**src/rtl/a2d_sched_pkg.sv**
```systemverilog
// a2d_sched_pkg: shared types and helpers for the A2D channel scheduler
package a2d_sched_pkg;

    typedef enum logic [2:0] {IDLE, SEND1, WAIT1, GAP, SEND2, WAIT2, NEXT} state_t;

    typedef enum logic [1:0] {SLOT_LFT, SLOT_RGHT, SLOT_STEER, SLOT_BATT} slot_t;

    // ADC128S control word: channel address lives in bits [13:11]
    function automatic logic [15:0] cmd_build(input logic [2:0] ch);
        return {2'b00, ch, 11'h000};
    endfunction

    // Two-tap average with a 13-bit intermediate so the carry is kept before halving
    function automatic logic [11:0] avg12(input logic [11:0] a, input logic [11:0] b);
        logic [12:0] s;
        s = {1'b0, a} + {1'b0, b};
        return s[12:1];
    endfunction

endpackage

```
**src/rtl/a2d_chan_sched.sv**
```systemverilog
// a2d_chan_sched: sweeps the four ADC128S channels over the shared SPI master; A2D_AVG_EN enables load-cell averaging
module a2d_chan_sched
    import a2d_sched_pkg::*;
#(
    parameter logic [2:0] CH_LFT   = 3'd0,
    parameter logic [2:0] CH_RGHT  = 3'd4,
    parameter logic [2:0] CH_STEER = 3'd5,
    parameter logic [2:0] CH_BATT  = 3'd6
) (
    input  logic        clk,
    input  logic        rst,
    input  logic        nxt,
    input  logic        batt_req,
    input  logic        done,
    input  logic [15:0] resp,
    output logic        wrt,
    output logic [15:0] cmd,
    output logic [11:0] lft_ld,
    output logic [11:0] rght_ld,
    output logic [11:0] steer_pot,
    output logic [11:0] batt,
    output logic        sweep_done,
    output logic        busy
);

    state_t      state, state_nx;
    slot_t       slot, pick;
    logic [1:0]  idx;
    logic [3:0]  rd;
    logic        pending;
    logic        start;
    logic [11:0] lft_new, rght_new;
    logic        unused_resp_hi;

    assign unused_resp_hi = ^resp[15:12];

    function automatic logic [2:0] slot_ch(input slot_t s);
        return s == SLOT_LFT ? CH_LFT : s == SLOT_RGHT ? CH_RGHT : s == SLOT_STEER ? CH_STEER : CH_BATT;
    endfunction

    // Battery jumps the queue once per sweep; otherwise take the first channel not yet read
    always_comb begin
        pick = (batt_req && !rd[SLOT_BATT]) ? SLOT_BATT :
               !rd[SLOT_LFT]   ? SLOT_LFT :
               !rd[SLOT_RGHT]  ? SLOT_RGHT :
               !rd[SLOT_STEER] ? SLOT_STEER : SLOT_BATT;
    end

    // Next-state logic for the two-transaction-per-channel sequence
    always_comb begin
        state_nx = state;
        case (state)
            IDLE:    state_nx = (nxt || pending) ? SEND1 : IDLE;
            SEND1:   state_nx = WAIT1;
            WAIT1:   state_nx = done ? GAP : WAIT1;
            GAP:     state_nx = SEND2;
            SEND2:   state_nx = WAIT2;
            WAIT2:   state_nx = done ? NEXT : WAIT2;
            NEXT:    state_nx = (idx == 2'd3) ? IDLE : SEND1;
            default: state_nx = IDLE;
        endcase
    end

    assign start      = (state_nx == SEND1) && (state == IDLE || state == NEXT);
    assign wrt        = (state == SEND1) || (state == SEND2);
    assign sweep_done = (state == NEXT) && (idx == 2'd3);
    assign busy       = (state != IDLE) && !sweep_done;

`ifdef A2D_AVG_EN
    logic lft_seen, rght_seen;
    assign lft_new  = lft_seen  ? avg12(lft_ld,  resp[11:0]) : resp[11:0];
    assign rght_new = rght_seen ? avg12(rght_ld, resp[11:0]) : resp[11:0];
`else
    assign lft_new  = resp[11:0];
    assign rght_new = resp[11:0];
`endif

    // State register
    always_ff @(posedge clk or posedge rst) begin
        if (rst) state <= IDLE;
        else     state <= state_nx;
    end

    // Slot bookkeeping, command word and one-deep trigger queue
    always_ff @(posedge clk or posedge rst) begin
        if (rst) begin
            slot    <= SLOT_LFT;
            cmd     <= 16'h0000;
            rd      <= 4'b0000;
            idx     <= 2'd0;
            pending <= 1'b0;
        end else begin
            if (start) begin
                slot <= pick;
                cmd  <= cmd_build(slot_ch(pick));
                rd   <= rd | (4'b0001 << pick);
            end
            if (sweep_done) rd <= 4'b0000;
            if (state == IDLE) idx <= 2'd0;
            else if (state == NEXT && idx != 2'd3) idx <= idx + 2'd1;
            if (state == IDLE) pending <= 1'b0;
            else if (nxt) pending <= 1'b1;
        end
    end

    // Capture the second transaction's data into the register of the slot in flight
    always_ff @(posedge clk or posedge rst) begin
        if (rst) begin
            lft_ld    <= 12'h000;
            rght_ld   <= 12'h000;
            steer_pot <= 12'h000;
            batt      <= 12'h000;
`ifdef A2D_AVG_EN
            lft_seen  <= 1'b0;
            rght_seen <= 1'b0;
`endif
        end else if (state == WAIT2 && done) begin
            case (slot)
                SLOT_LFT:   lft_ld    <= lft_new;
                SLOT_RGHT:  rght_ld   <= rght_new;
                SLOT_STEER: steer_pot <= resp[11:0];
                default:    batt      <= resp[11:0];
            endcase
`ifdef A2D_AVG_EN
            if (slot == SLOT_LFT)  lft_seen  <= 1'b1;
            if (slot == SLOT_RGHT) rght_seen <= 1'b1;
`endif
        end
    end

endmodule
```
**config.mk**
```make
export PLATFORM = sky130hd
export DESIGN_NAME = a2d_chan_sched
export DESIGN_NICKNAME = d
export VERILOG_FILES = /design/src/rtl/a2d_sched_pkg.sv /design/src/rtl/a2d_chan_sched.sv
export SDC_FILE = /design/constraint.sdc
export NUM_CORES = 1
export LEC_CHECK = 0
export ABC_CLOCK_PERIOD_IN_PS = 2000
export BUFFER_PORTS_ARGS = -buffer_cell sky130_fd_sc_hd__buf_2
export CORE_MARGIN = 2
export CORE_UTILIZATION = 50
export DETAILED_ROUTE_END_ITERATION = 7
export PLACE_DENSITY = 0.79
export SYNTH_ARGS = -nofsm -noshare
export SYNTH_HDL_FRONTEND = slang
export SYNTH_SLANG_ARGS = --single-unit
```
**constraint.sdc**
```tcl
create_clock -name clk -period 2 [get_ports clk]
set_clock_uncertainty 0.15 [all_clocks]
set_input_delay 0.1 -clock clk [delete_from_list [all_inputs] [get_ports clk]]
set_output_delay 0.1 -clock clk [all_outputs]
set_load 0.005 [all_outputs]
```
==> metrics.txt <==
DR vias 1860; PortBufs 70; largest family of logic cells by synthesized area multiplexers; 1st-iter DRT viols 80; syn_area_per_cell 13.6 um2; Worst Hold Class in -> reg; maxcap violations 0; I/O pins 88; maximum VDD drop 0.839 mV; fin util 69.2%; Leakage 1.84 nW; Yosys top cell area share 57.9%; DIE AREA 6050 um2; Slew HR 55.2%; crit-path cells buf_4 > nand3_1 > or2_2 > inv_1 > buf_2; count leader, synth dfrtp_1; CP Data Required Time 1.75 ns; Syn. warnings 0; Area Overhead vs Synth 31.6%; RePlAce Congestion 0.755; post-route clock period utilization 94.8%; CTS buffer count 9; Worst path max stage delay 0.44 ns; initial antenna violation count 0; clock latency on the worst-skew pair 0.34 ns; Post-Route WL 5750 um; Post-Synth Simple-Gate Area 6.85%; multiplexer area fraction after synthesis 23.7%; Cells after Synth 200; CP startpoint kind flop; clk buf depth 2; Avg WL per Cell 15.5 um; htree depth 3; vias in the first global route 1869; share of power burned in registers 40.8%; flops & latches, synth 63; Clk pwr share 28.5%; largest net degree at the start of global routing 34; Worst-Margin Slew 0.672 ns; Synth Area in XOR/XNOR 0.644%; first-pass GRT wire length 9140 um; Clk Tree Root Cell clkbuf_8; vias per inst 5.01; grt total ovfl 0; max-slew violation count 0; crit path kind reg -> out; Post CTS Setup Buffer Count 0; combinational power share 30.7%; Die Y-Extent 77.8 um; Post-synth top cells 63 x dfrtp_1, 43 x mux2_2, 13 x buf_4; Hold EP state[1]$_DFF_PP0_; CTS tree yes; Final Hold Vio Count 0; FP Rows 26; DP HPWL 3660 um; Worst-path clk slew 0.07 ns; CTS sink count 63; Seq/Total Area, Yosys 57.9%; CP max FO 12; # diodes 0; post-route ant nets 0; Tmin final 1.90 ns; Starting Density 52.6%; Pint 3.35 mW; CP top delay family buffers and inverters; Worst R2R Start state[1]$_DFF_PP0_; Worst Hold Depth 3; drt drc 0; DR pass1 iterations 4; core area 5170 um2; FFs w/ async S/R, synth 100%; Post-Synthesis Cell Area 2720 um2; Arr. time, crit path 1.65 ns; Die W 77.8 um; hold path startpoint done; launch point of the worst path state[2]$_DFF_PP0_; Post-synth EDFFs 0; Synth Area in Compound Gates 4.37%; Setup TNS 0 ns; RSZ-0062 raised after global routing no; synthesized-area fraction occupied by adder cells 0.460%; Fill cells 362; area leader, netlist dfrtp_1; status complete, no violations; crit path max-delay cell type dfrtp_1; Worst Path Buf+Inv 3; Setup violations, final 0; Final nets 318; CP endpoint kind output pin; Net Sw Frac 29.1%; GRT Total Usage 20.3%; flop-to-flop setup slack 0.11 ns; Pwr per Cell Area 1320 nW/um2; top post-synthesis cells by area dfrtp_1 58%, mux2_2 18%, mux2_4 5.5%, buf_4 3.6%, o21ai_0 1.7%; reg-to-reg critical path endpoint lft_ld[2]$_DFFE_PP0P_; Yosys cell types 33; Sw Pwr 1.38 mW; Most used DFF post-synth dfrtp_1; proportion of layout cells with a drive suffix above 1 51.8%; R2R depth 3; Fmax achieved 0.527 GHz
kinds of logic (layout without fill, tap and decap cells):
logic type	count (synthesis)	count (layout)
DFF	63	63
xor gates and xnor gates	2	2
buffers and inverters	27	116
muxes	54	54
other	1	13
and+or+nand+nor	33	33
adders and majority gates	1	1
AOI/OAI and AO/OA	19	19
metrics by stage:
step	instances	cell area, um2	setup WS, ns	power (mW)	hold WS, ns
6_report	371	3580	0.103	4.73	0.00793
5_1_grt	371	3580	0.00183	5.03	0.0497
4_1_cts	371	3580	0.0831	4.77	0.00268
3_5_place_dp	340	3180	0.123	3.38	0.0966
3_3_place_gp	340	3180	0.139	3.31	0.0793
2_1_floorplan	212	2770	0.158	2.75	0.0985
worst register-to-register path, delay by kind of cell (launching register included):
kind | cells | cell delay [ns]
AND/OR/NAND/NOR | 2 | 0.88
flip-flops | 1 | 0.40
multiplexers | 1 | 0.35
worst max-delay path by stage:
stage | to | cells past startpoint
2_1_floorplan | lft_ld[0]$_DFFE_PP0P_ | 4
3_3_place_gp | rght_ld[8]$_DFFE_PP0P_ | 5
3_5_place_dp | rght_ld[2]$_DFFE_PP0P_ | 5
4_1_cts | sweep_done | 5
5_1_grt | sweep_done | 5
6_report | sweep_done | 5
layout make-up:
class / count / area [um2] / share of cell area, %
Timing Repair Buffer: 95 / 613 / 17.1
Clock buffer: 9 / 124 / 3.46
Tap cell: 70 / 87.6 / 2.45
Multi-Input combinational cell: 122 / 1040 / 29.1
Sequential cell: 63 / 1580 / 44.0
Clock inverter: 7 / 120 / 3.35
Inverter: 5 / 18.8 / 0.524
metal layers:
metal	track usage (%)	share of wire, %
met1	24.5	43
met3	4.07	4.0
met2	33.0	50
met5	0	0
met4	13.2	2.6
cell usage in the layout (no fill, tap or decap), drive strengths merged, types with 2 or more instances in the layout:
master and count:
nand3b 2, clkinv 2, nand2 6, a21oi 5
buf 80, conb 13, a32o 2, dfrtp 63
xnor2 2, nor2 8, o21ai 9, bufinv 3
clkbuf 9, dlygate4sd3 15, nand2b 5, mux2 53
nor3 3, inv 6
state kept, by name, indices dropped and copies added (netlist names):
register   count
batt          12
cmd            3
idx            2
lft_ld        12
pending        1
rd             4
rght_ld       12
slot           2
state          3
steer_pot     12
repair_timing:
item / in CTS / in global routing
resized for setup: 0 / 1
setup endpoints to repair: 0 / 9
hold endpoints to repair: 80 / 0
hold buffers: 15 / 0
power groups by stage:
stage	registers (mW)	logic, mW	clock network, mW
after detailed placement	1.95	1.43	0
after global placement	1.93	1.38	0
after CTS	1.93	1.47	1.37
final	1.93	1.45	1.35
after global routing	1.99	1.59	1.44
after floorplan	1.95	0.794	0
No activity file was read; power rests on OpenSTA's default activity.
